File: src/rtl/systolic_pkg.sv
// Shared types for the systolic memory path: phase encoding, default widths
// and the single-port memory request record.
package systolic_pkg;

    localparam int SYS_ADDR_W = 14;
    localparam int SYS_DATA_W = 8;

    typedef enum logic [1:0] {
        IDLE = 2'd0,
        LOAD = 2'd1,
        RUN  = 2'd2,
        DONE = 2'd3
    } phase_t;

    typedef struct packed {
        logic                  we;
        logic [SYS_ADDR_W-1:0] addr;
        logic [SYS_DATA_W-1:0] wdata;
    } mem_req_t;

endpackage

File: src/rtl/rr_arb2.sv
// Two-requester round-robin arbiter (feeder read vs result write).
// The pointer remembers whether the last grant went to the reader; on a tie
// the other requester wins. Out of reset the reader is favoured.
module rr_arb2 (
    input  logic clk,
    input  logic rst,
    input  logic en,
    input  logic req_rd,
    input  logic req_res,
    output logic gnt_rd,
    output logic gnt_res
);

    logic last_rd;

    // Grant decode: a lone requester always wins, a tie goes to the one not served last
    always_comb begin
        gnt_rd  = en && req_rd  && (!req_res || !last_rd);
        gnt_res = en && req_res && (!req_rd  ||  last_rd);
    end

    // Last-grant pointer, only moves when something is granted
    always_ff @(posedge clk) begin
        if (rst) begin
            last_rd <= 1'b0;
        end else if (gnt_rd) begin
            last_rd <= 1'b1;
        end else if (gnt_res) begin
            last_rd <= 1'b0;
        end
    end

endmodule

File: src/rtl/mem_phase_scheduler.sv
// Phase sequencer and owner of the single-port data memory.
// IDLE -> LOAD (collector fills memory) -> RUN (feeder reads / result writes,
// round-robin arbitrated, one access per cycle) -> DONE (one cycle) -> IDLE.
// Optional build macro MEM_SCHED_OVERRUN_CHK_EN: collector writes arriving in
// RUN or DONE raise a sticky err_overrun; without it they are dropped silently.
module mem_phase_scheduler
    import systolic_pkg::*;
#(
    parameter int ADDR_W   = SYS_ADDR_W,
    parameter int DATA_W   = SYS_DATA_W,
    parameter int NUM_DATA = 2500,
    parameter int NUM_RES  = 2500,
    parameter int RES_BASE = 5000
) (
    input  logic              clk,
    input  logic              rst,
    input  logic              start,
    input  logic              col_we,
    input  logic [ADDR_W-1:0] col_addr,
    input  logic [DATA_W-1:0] col_data,
    input  logic              rd_req,
    input  logic [ADDR_W-1:0] rd_addr,
    output logic              rd_gnt,
    output logic              rd_valid,
    output logic [DATA_W-1:0] rd_data,
    input  logic              res_req,
    input  logic [ADDR_W-1:0] res_addr,
    input  logic [DATA_W-1:0] res_data,
    output logic              res_gnt,
    output logic              mem_en,
    output logic              mem_we,
    output logic [ADDR_W-1:0] mem_addr,
    output logic [DATA_W-1:0] mem_wdata,
    input  logic [DATA_W-1:0] mem_rdata,
    output logic [1:0]        phase,
    output logic              done,
    output logic              err_overrun
);

    localparam int LD_W = $clog2(NUM_DATA + 1);
    localparam int RS_W = $clog2(NUM_RES + 1);

    phase_t            phase_q, phase_d;
    logic [LD_W-1:0]   ld_cnt;
    logic [RS_W-1:0]   rs_cnt;
    logic              col_ok;
    logic              ld_last;
    logic              rs_last;
    logic [ADDR_W-1:0] res_mem_addr;
    mem_req_t          req;
    logic              req_en;
    logic              rd_vld_p1;
    logic              rd_vld_p2;

    // Collector writes land in memory only before RUN; result offsets wrap in the address space
    assign col_ok       = col_we && ((phase_q == IDLE) || (phase_q == LOAD));
    assign ld_last      = (phase_q == LOAD) && col_we && (ld_cnt == LD_W'(NUM_DATA - 1));
    assign rs_last      = res_gnt && (rs_cnt == RS_W'(NUM_RES - 1));
    assign res_mem_addr = ADDR_W'(RES_BASE) + res_addr;

    rr_arb2 u_arb (
        .clk     (clk),
        .rst     (rst),
        .en      (phase_q == RUN),
        .req_rd  (rd_req),
        .req_res (res_req),
        .gnt_rd  (rd_gnt),
        .gnt_res (res_gnt)
    );

    // Phase register
    always_ff @(posedge clk) begin
        if (rst) begin
            phase_q <= IDLE;
        end else begin
            phase_q <= phase_d;
        end
    end

    // Phase transitions and the one-cycle done pulse
    always_comb begin
        phase_d = phase_q;
        done    = 1'b0;
        case (phase_q)
            IDLE: if (start) phase_d = LOAD;
            LOAD: if (ld_last) phase_d = RUN;
            RUN:  if (rs_last) phase_d = DONE;
            DONE: begin
                phase_d = IDLE;
                done    = 1'b1;
            end
            default: phase_d = IDLE;
        endcase
    end

    // Load and result counters; wrap to zero on the last item and clear in DONE
    always_ff @(posedge clk) begin
        if (rst || (phase_q == DONE)) begin
            ld_cnt <= '0;
            rs_cnt <= '0;
        end else begin
            if ((phase_q == LOAD) && col_we) begin
                ld_cnt <= ld_last ? '0 : ld_cnt + 1'b1;
            end
            if (res_gnt) begin
                rs_cnt <= rs_last ? '0 : rs_cnt + 1'b1;
            end
        end
    end

    // Select this cycle's memory access; address and data hold when nothing is issued
    always_comb begin
        req_en    = 1'b0;
        req.we    = 1'b0;
        req.addr  = mem_addr;
        req.wdata = mem_wdata;
        if (col_ok) begin
            req_en    = 1'b1;
            req.we    = 1'b1;
            req.addr  = col_addr;
            req.wdata = col_data;
        end else if (rd_gnt) begin
            req_en   = 1'b1;
            req.addr = rd_addr;
        end else if (res_gnt) begin
            req_en    = 1'b1;
            req.we    = 1'b1;
            req.addr  = res_mem_addr;
            req.wdata = res_data;
        end
    end

    // Registered memory port
    always_ff @(posedge clk) begin
        if (rst) begin
            mem_en    <= 1'b0;
            mem_we    <= 1'b0;
            mem_addr  <= '0;
            mem_wdata <= '0;
        end else begin
            mem_en    <= req_en;
            mem_we    <= req.we;
            mem_addr  <= req.addr;
            mem_wdata <= req.wdata;
        end
    end

    // Stage p1: read issued to memory; stage p2: memory data returned
    always_ff @(posedge clk) begin
        if (rst) begin
            rd_vld_p1 <= 1'b0;
            rd_vld_p2 <= 1'b0;
        end else begin
            rd_vld_p1 <= rd_gnt;
            rd_vld_p2 <= rd_vld_p1;
        end
    end

    assign rd_valid = rd_vld_p2;
    assign rd_data  = mem_rdata;
    assign phase    = phase_q;

`ifdef MEM_SCHED_OVERRUN_CHK_EN
    logic err_q;

    // Sticky flag for collector bytes that arrive after loading has finished
    always_ff @(posedge clk) begin
        if (rst) begin
            err_q <= 1'b0;
        end else if (col_we && ((phase_q == RUN) || (phase_q == DONE))) begin
            err_q <= 1'b1;
        end
    end

    assign err_overrun = err_q;
`else
    assign err_overrun = 1'b0;
`endif

endmodule

File: config.mk
export PLATFORM = sky130hd
export DESIGN_NAME = mem_phase_scheduler
export DESIGN_NICKNAME = d
export VERILOG_FILES = /design/src/rtl/systolic_pkg.sv /design/src/rtl/rr_arb2.sv /design/src/rtl/mem_phase_scheduler.sv
export SDC_FILE = /design/constraint.sdc
export NUM_CORES = 1
export LEC_CHECK = 0
export CAP_MARGIN = 20
export CELL_PAD_IN_SITES_DETAIL_PLACEMENT = 0
export CELL_PAD_IN_SITES_GLOBAL_PLACEMENT = 1
export CORE_MARGIN = 3
export CORE_UTILIZATION = 30
export CTS_CLUSTER_DIAMETER = 100
export CTS_CLUSTER_SIZE = 16
export DETAILED_ROUTE_END_ITERATION = 10
export PLACE_DENSITY_LB_ADDON = 0.12
export SETUP_SLACK_MARGIN = 0.05
export SYNTH_ARGS = -nofsm -noshare
export SYNTH_HDL_FRONTEND = slang
export SYNTH_HIERARCHICAL = 1
export SYNTH_SLANG_ARGS = --single-unit
export TNS_END_PERCENT = 1
File: constraint.sdc
create_clock -name clk -period 2.4 [get_ports clk]
set_input_delay 0.36 -clock clk [delete_from_list [all_inputs] [get_ports clk]]
set_output_delay 0.36 -clock clk [all_outputs]
set_load 0.05 [all_outputs]
# Yosys cells after proc, flatten, opt, wreduce, memory -nomap -nowiden

Cells that the tools add are included.

Flip-flop bits (word level): 53
Bits of input ports: 72
Output and inout port bits: 39

Reductions and logical operators: 21
Add/sub/neg operators: 3
Mux-type cells: 17
Equality and inequality tests: 9

Operator list:

| kind                                                                   | count |
|---|---|
| 23-bit 2-to-1 mux                                                      | 2 |
| 12-bit by 1-bit adder with 12-bit output (second input constant)       | 2 |
| 12-bit equality test (second input constant)                           | 2 |
| 12-bit 2-to-1 mux                                                      | 2 |
| 13-bit by 14-bit adder with 14-bit output (first input constant)       | 1 |
| 14-bit 2-to-1 mux                                                      | 1 |
| 1-bit logical AND                                                      | 8 |
| 8-bit 2-to-1 mux                                                       | 1 |
| 2-bit one-hot mux with 4 select lines                                  | 1 |
| 1-bit 2-to-1 mux                                                       | 7 |
| 2-bit 2-to-1 mux                                                       | 3 |
| 2-bit != test (second input constant)                                  | 3 |
| 2-bit equality test (second input constant)                            | 2 |
| 1-bit logical OR                                                       | 4 |
| 2-bit nonzero test                                                     | 2 |
| 1-bit logical NOT                                                      | 3 |
| 3-bit AND reduction                                                    | 1 |
| 3-bit nonzero test                                                     | 1 |
| 2-bit by 1-bit equality test with 1-bit output (second input constant) | 1 |
| 2-bit logical NOT                                                      | 1 |
| 2-bit by 1-bit != test with 1-bit output (second input constant)       | 1 |
| 2-bit AND reduction                                                    | 1 |

# Depth between registers and ports, before layout

Gate-level depths: netlist of the first run.

Word-level depth: 6
Depth in mapped cells: 10
Mapped depth without buffers: 9

# Modules after synthesis

The synthesis of the first run kept the hierarchy.

By module, submodules not included:

| module              | cells each | area each (µm²) | instances | sequential area each (µm²) |
|---|---|---|---|---|
| mem_phase_scheduler | 315        | 2626.3          | 1         | 1041.0 |
| rr_arb2             | 8          | 55.1            | 1         | 20.0 |

# Least setup slack after synthesis of the first run

OpenSTA, ideal clock, no wires.

Path kind: reg2reg
From: register phase_q[1] (netlist: phase[1])
To: register rs_cnt[11]
Period minus slack after synthesis: 3.134 ns
Data required time: 2.272 ns
Setup slack: -0.734 ns
Library setup time: 0.128 ns
Buffers on the path: 1
Cell stages (with the launch flop): 10
Arrival time: 3.006 ns
Cells stage by stage: dfxtp_1 > ha_1 > nand2_1 > a21oi_1 > clkbuf_1 > nand4_1 > nor3_1 > nand4_1 > xor2_1 > nor2_1

Cells in the longest elaborated chain, start to end: 5
Elaborated cells between the ends (all ways): 7

Ends and longest elaborated chain:

| item                             | RTL line                   | RTL |
|---|---|---|
| start, declared                  | mem_phase_scheduler.sv:43  | `phase_t phase_q, phase_d;` |
| start signal, assigned           | mem_phase_scheduler.sv:76  | `phase_q <= phase_d;` |
| 2-bit equality test *            | mem_phase_scheduler.sv:64  | `.en (phase_q == RUN),` |
| 1-bit logical AND * (2 in a row) | rr_arb2.sv:19              | `gnt_res = en && req_res && (!req_rd \|\| last_rd);` |
| via res_gnt                      | mem_phase_scheduler.sv:29  | `output logic res_gnt,` |
| 1-bit logical AND                | mem_phase_scheduler.sv:58  | `assign rs_last = res_gnt && (rs_cnt == RS_W'(NUM_RES - 1));` |
| 12-bit 2-to-1 mux                | mem_phase_scheduler.sv:106 | `rs_cnt <= rs_last ? '0 : rs_cnt + 1'b1;` |
| end signal, assigned             | mem_phase_scheduler.sv:106 |  |
| end, declared                    | mem_phase_scheduler.sv:45  | `logic [RS_W-1:0] rs_cnt;` |

The timed path passes the listed nets; every way through them passes the cells marked *.
A chain may end at the register's enable or synchronous reset.

# Worst setup path after layout of the first run

From: register phase_q[0] (netlist: phase[0])
To: register rs_cnt[11]

Cells in the longest elaborated chain, start to end: 5
Elaborated cells between the ends (all ways): 7

Ends and longest elaborated chain:

| item                           | RTL line |
|---|---|
| 2-bit equality test            | mem_phase_scheduler.sv:64 |
| 1-bit logical AND (2 in a row) | rr_arb2.sv:19 |
| 1-bit logical AND              | mem_phase_scheduler.sv:58 |
| 12-bit 2-to-1 mux              | mem_phase_scheduler.sv:106 |

Several ways; a longest one is shown, not always the timed one.

==> flow_summary.json, run 1 <==
{
  "dr.pass1.iters": 4,
  "leakagePower_nw": 1.44,
  "final.period_utilization": 0.889,
  "switching_share": 0.406,
  "yosysUniqueCellTypes": 46,
  "h-tree-depth": 2,
  "cts_tree": "built",
  "start_util": 0.317,
  "rows": 33,
  "synthesis.nets": 402,
  "skew_ns": 0.0128,
  "post_drt_wl_per_cell_um": 14.6,
  "crit_fanout": 11,
  "antenna_found_initial": 0,
  "track_usage": 0.151,
  "grt_pass1_wl_um": 12300,
  "cap_violations": 0,
  "post-route-cell-area_mm2": 0.00396,
  "comb_power_share": 0.472,
  "fin_cells": 521,
  "hold_depth": 2,
  "clkTransAtPathRegs_ns": 0.11,
  "grt_max_degree": 25,
  "drtAntennaViolNets": 0,
  "dp_hpwl_um": 5680,
  "placed_cells": 513,
  "cts_sinks": 53,
  "die_h_um": 101,
  "max_clock_freq_mhz": 469,
  "fp.dieW_um": 101,
  "ys_seq_elements": 53,
  "tightestPinTransition_ns": 0.604,
  "rr_startpoint": "phase[0]",
  "power.switching_mw": 1.43,
  "crit_path_start": "phase[0]",
  "irDropWorstVdd_uv": 379,
  "worstHoldEndpoint": "mem_addr[2]",
  "antennaDiodeCount": 0,
  "rrSetupSlack_ns": 0.27,
  "drv_slew": 0,
  "min_period_ns": 2.13,
  "post-cts-setup-buffers": 0,
  "cp.required_ns": 2.62,
  "post_dp_cell_area_mm2": 0.00381,
  "start_kind": "register",
  "drt-initial-drc-count": 101,
  "relSlewSlack": 0.594,
  "yosysWarnings": 6,
  "num_vias": 2557,
  "setup_violations": 0,
  "portBuffers": 93,
  "cp_data_arrival_time_ns": 2.35,
  "cts_inserted_buffers": 5,
  "num-nets-final": 494,
  "grt_overflow": 0,
  "final_util": 0.467,
  "outcome": "finished clean",
  "p_int_mw": 2.09,
  "power_density_mw_per_mm2": 888,
  "synth_top_cells_by_area": "dfxtp_1 (40%), nand2_1 (7.6%), xor2_1 (5.2%)",
  "grt_pass1_vias": 2551,
  "wl_um": 7600,
  "reg2reg_depth": 10,
  "synth.avg_cell_area_um2": 8.30,
  "rsz0062_at_grt": "no",
  "routed_via_density": 4.91,
  "core_mm2": 0.00846,
  "num_io_pins": 111,
  "critPathKind": "reg2reg",
  "worstSkewPairLatency_ns": 0.31,
  "reg2reg_to": "rs_cnt[11]",
  "drc": 0,
  "synth_area_leader_cell": "dfxtp_1",
  "hold_ws_ns": 0.447,
  "area_growth_pct": 47.5,
  "netlist_area_mm2": 0.00268,
  "cp-end-kind": "register",
  "root_buffer": "clkbuf_8",
  "dieArea_mm2": 0.0101,
  "syn_inst": 323,
  "pwr-share-clk": 0.209,
  "worstHoldStart": "mem_addr[2]",
  "synth.top_cell.area_share": 0.396,
  "cts_buffer_depth": 2,
  "drive_above_1_share": 0.0913,
  "min_path_type": "reg2reg",
  "p_seq_frac": 0.320,
  "seq_area_frac_synth": 0.396,
  "gp_congestion": 0.778,
  "hold_violations": 0
}
[worst max path at each step]
stage	end	slack, ns	cells past startpoint
4_1_cts	mem_addr[0]	0.17	8
2_1_floorplan	mem_addr[9]	0.03	9
6_report	rs_cnt[11]	0.27	10
3_5_place_dp	mem_addr[0]	-0.001	7
3_3_place_gp	mem_addr[4]	0.03	7
5_1_grt	rs_cnt[11]	0.09	10
[final cells by class]
type                       instances  area (µm²)
timing repair buffer             110        1090
fill                             822        4510
clock buffer                       5        68.8
multi-input combinational        238        1510
tap                              105         131
sequential                        53        1060
inverter                           7        26.3
clock inverter                     3        68.8
[synthesized netlist by cell type (all sizes together)]
cell / instances
nand2: 54
nand2b: 3
a221o: 5
nor3: 5
buf: 10
o31ai: 1
xnor2: 11
mux2i: 1
clkbuf: 15
a41oi: 1
o21ai: 17
a21boi: 1
a31oi: 1
nor4b: 1
conb: 1
nor2b: 4
dfxtp: 53
nor2: 35
or4b: 2
a311oi: 9
ha: 7
and3: 3
nand3: 9
and4: 1
o22ai: 2
a22o: 1
a21o: 1
inv: 7
nor4: 2
xor2: 16
a221oi: 7
a21oi: 13
or3: 3
o211ai: 6
o21a: 1
a41o: 1
and2: 2
nand4: 8
o41ai: 3
[flip-flops by register name (all words and copies together), names as in the netlist]
signal,flops
mem_addr,14
ld_cnt,12
rs_cnt,12
mem_wdata,8
phase,2
mem_en,1
mem_we,1
rd_valid,1
rd_vld_p1,1
u_arb/last_rd,1
[through the flow]
stage / setup TNS, ns / worst slack [ns] / power, mW
2_1_floorplan: 0 / 0.0311 / 2.18
3_3_place_gp: 0 / 0.0304 / 2.80
3_5_place_dp: -0.00129 / -0.00129 / 2.80
4_1_cts: 0 / 0.174 / 3.55
5_1_grt: 0 / 0.0936 / 3.72
6_report: 0 / 0.267 / 3.51
[power by group through the flow]
stage               combinational, mW  clock [mW]  sequential [mW]
floorplan                       0.608           0             1.58
global placement                 1.66           0             1.14
detailed placement               1.66           0             1.14
CTS                              1.67       0.761             1.12
global route                     1.79       0.794             1.14
finish                           1.66       0.734             1.12
[cells by family after synthesis]
logic type,count (synthesis),share of synthesized area
AOI/OAI and AO/OA,70,0.194
xor gates and xnor gates,27,0.0882
adders and majority gates,7,0.0327
buffers and inverters,32,0.0579
DFF,53,0.396
muxes,1,0.00373
other,1,0.00140
and+or+nand+nor,132,0.226
[cell usage in the layout (no fill, tap or decap), types with 4 or more instances in the layout]
master           Yosys  layout
xor2_1              16      16
nand4_1              8       8
a221oi_1             6       6
a221o_1              5       5
a311oi_1             9       9
nor2b_1              4       4
clkdlybuf4s50_1      0      91
o21ai_0             15      15
nor2_1              35      35
o211ai_1             6       6
xnor2_1             11      11
ha_1                 7       7
a21oi_1             13      11
buf_4                9      16
nand2_1             54      54
nor3_1               5       5
clkbuf_8             0       5
inv_1                7       7
dfxtp_1             53      51
nand3_1              8       8
[layer usage]
metal | GRT usage | wire length, µm
met2 | 0.243 | 3420
met4 | 0.0290 | 61
met3 | 0.0561 | 640
met5 | 0 | 0
met1 | 0.194 | 3480
[critical path: stages, from the launching register on]
cell and delay (ns):
dfxtp_2 0.36, inv_1 0.12, ha_1 0.20, nand2_1 0.09, a21oi_4 0.17, buf_4 0.21
nand4_1 0.15, nor3_1 0.38, nand4_1 0.17, xor2_1 0.15, nor2_1 0.05
[timing repair]
action | 4_1_cts | 5_1_grt
endpoints found under the setup margin | 0 | 4
resized for setup | 0 | 1
hold buffers | 0 | 0
Power figures use the tool's default switching activity.
==> inputs of run 2 (changes only) <==
--- a/config.mk
+++ b/config.mk
@@ -5,7 +5,7 @@
 export SDC_FILE = /design/constraint.sdc
 export NUM_CORES = 1
 export LEC_CHECK = 0
-export CAP_MARGIN = 20
+export CAP_MARGIN = 30
 export CELL_PAD_IN_SITES_DETAIL_PLACEMENT = 0
 export CELL_PAD_IN_SITES_GLOBAL_PLACEMENT = 1
 export CORE_MARGIN = 3
==> results of run 2 <==
The final DEF is identical to that of run 1; final timing and power are the same.
==> inputs of run 3 (changes only) <==
--- a/config.mk
+++ b/config.mk
@@ -10,6 +10,7 @@
 export CELL_PAD_IN_SITES_GLOBAL_PLACEMENT = 1
 export CORE_MARGIN = 3
 export CORE_UTILIZATION = 30
+export CTS_BUF_LIST = sky130_fd_sc_hd__clkbuf_8 sky130_fd_sc_hd__clkbuf_16
 export CTS_CLUSTER_DIAMETER = 100
 export CTS_CLUSTER_SIZE = 16
 export DETAILED_ROUTE_END_ITERATION = 10
==> results of run 3 <==
The final DEF is identical to that of run 1; final timing and power are the same.
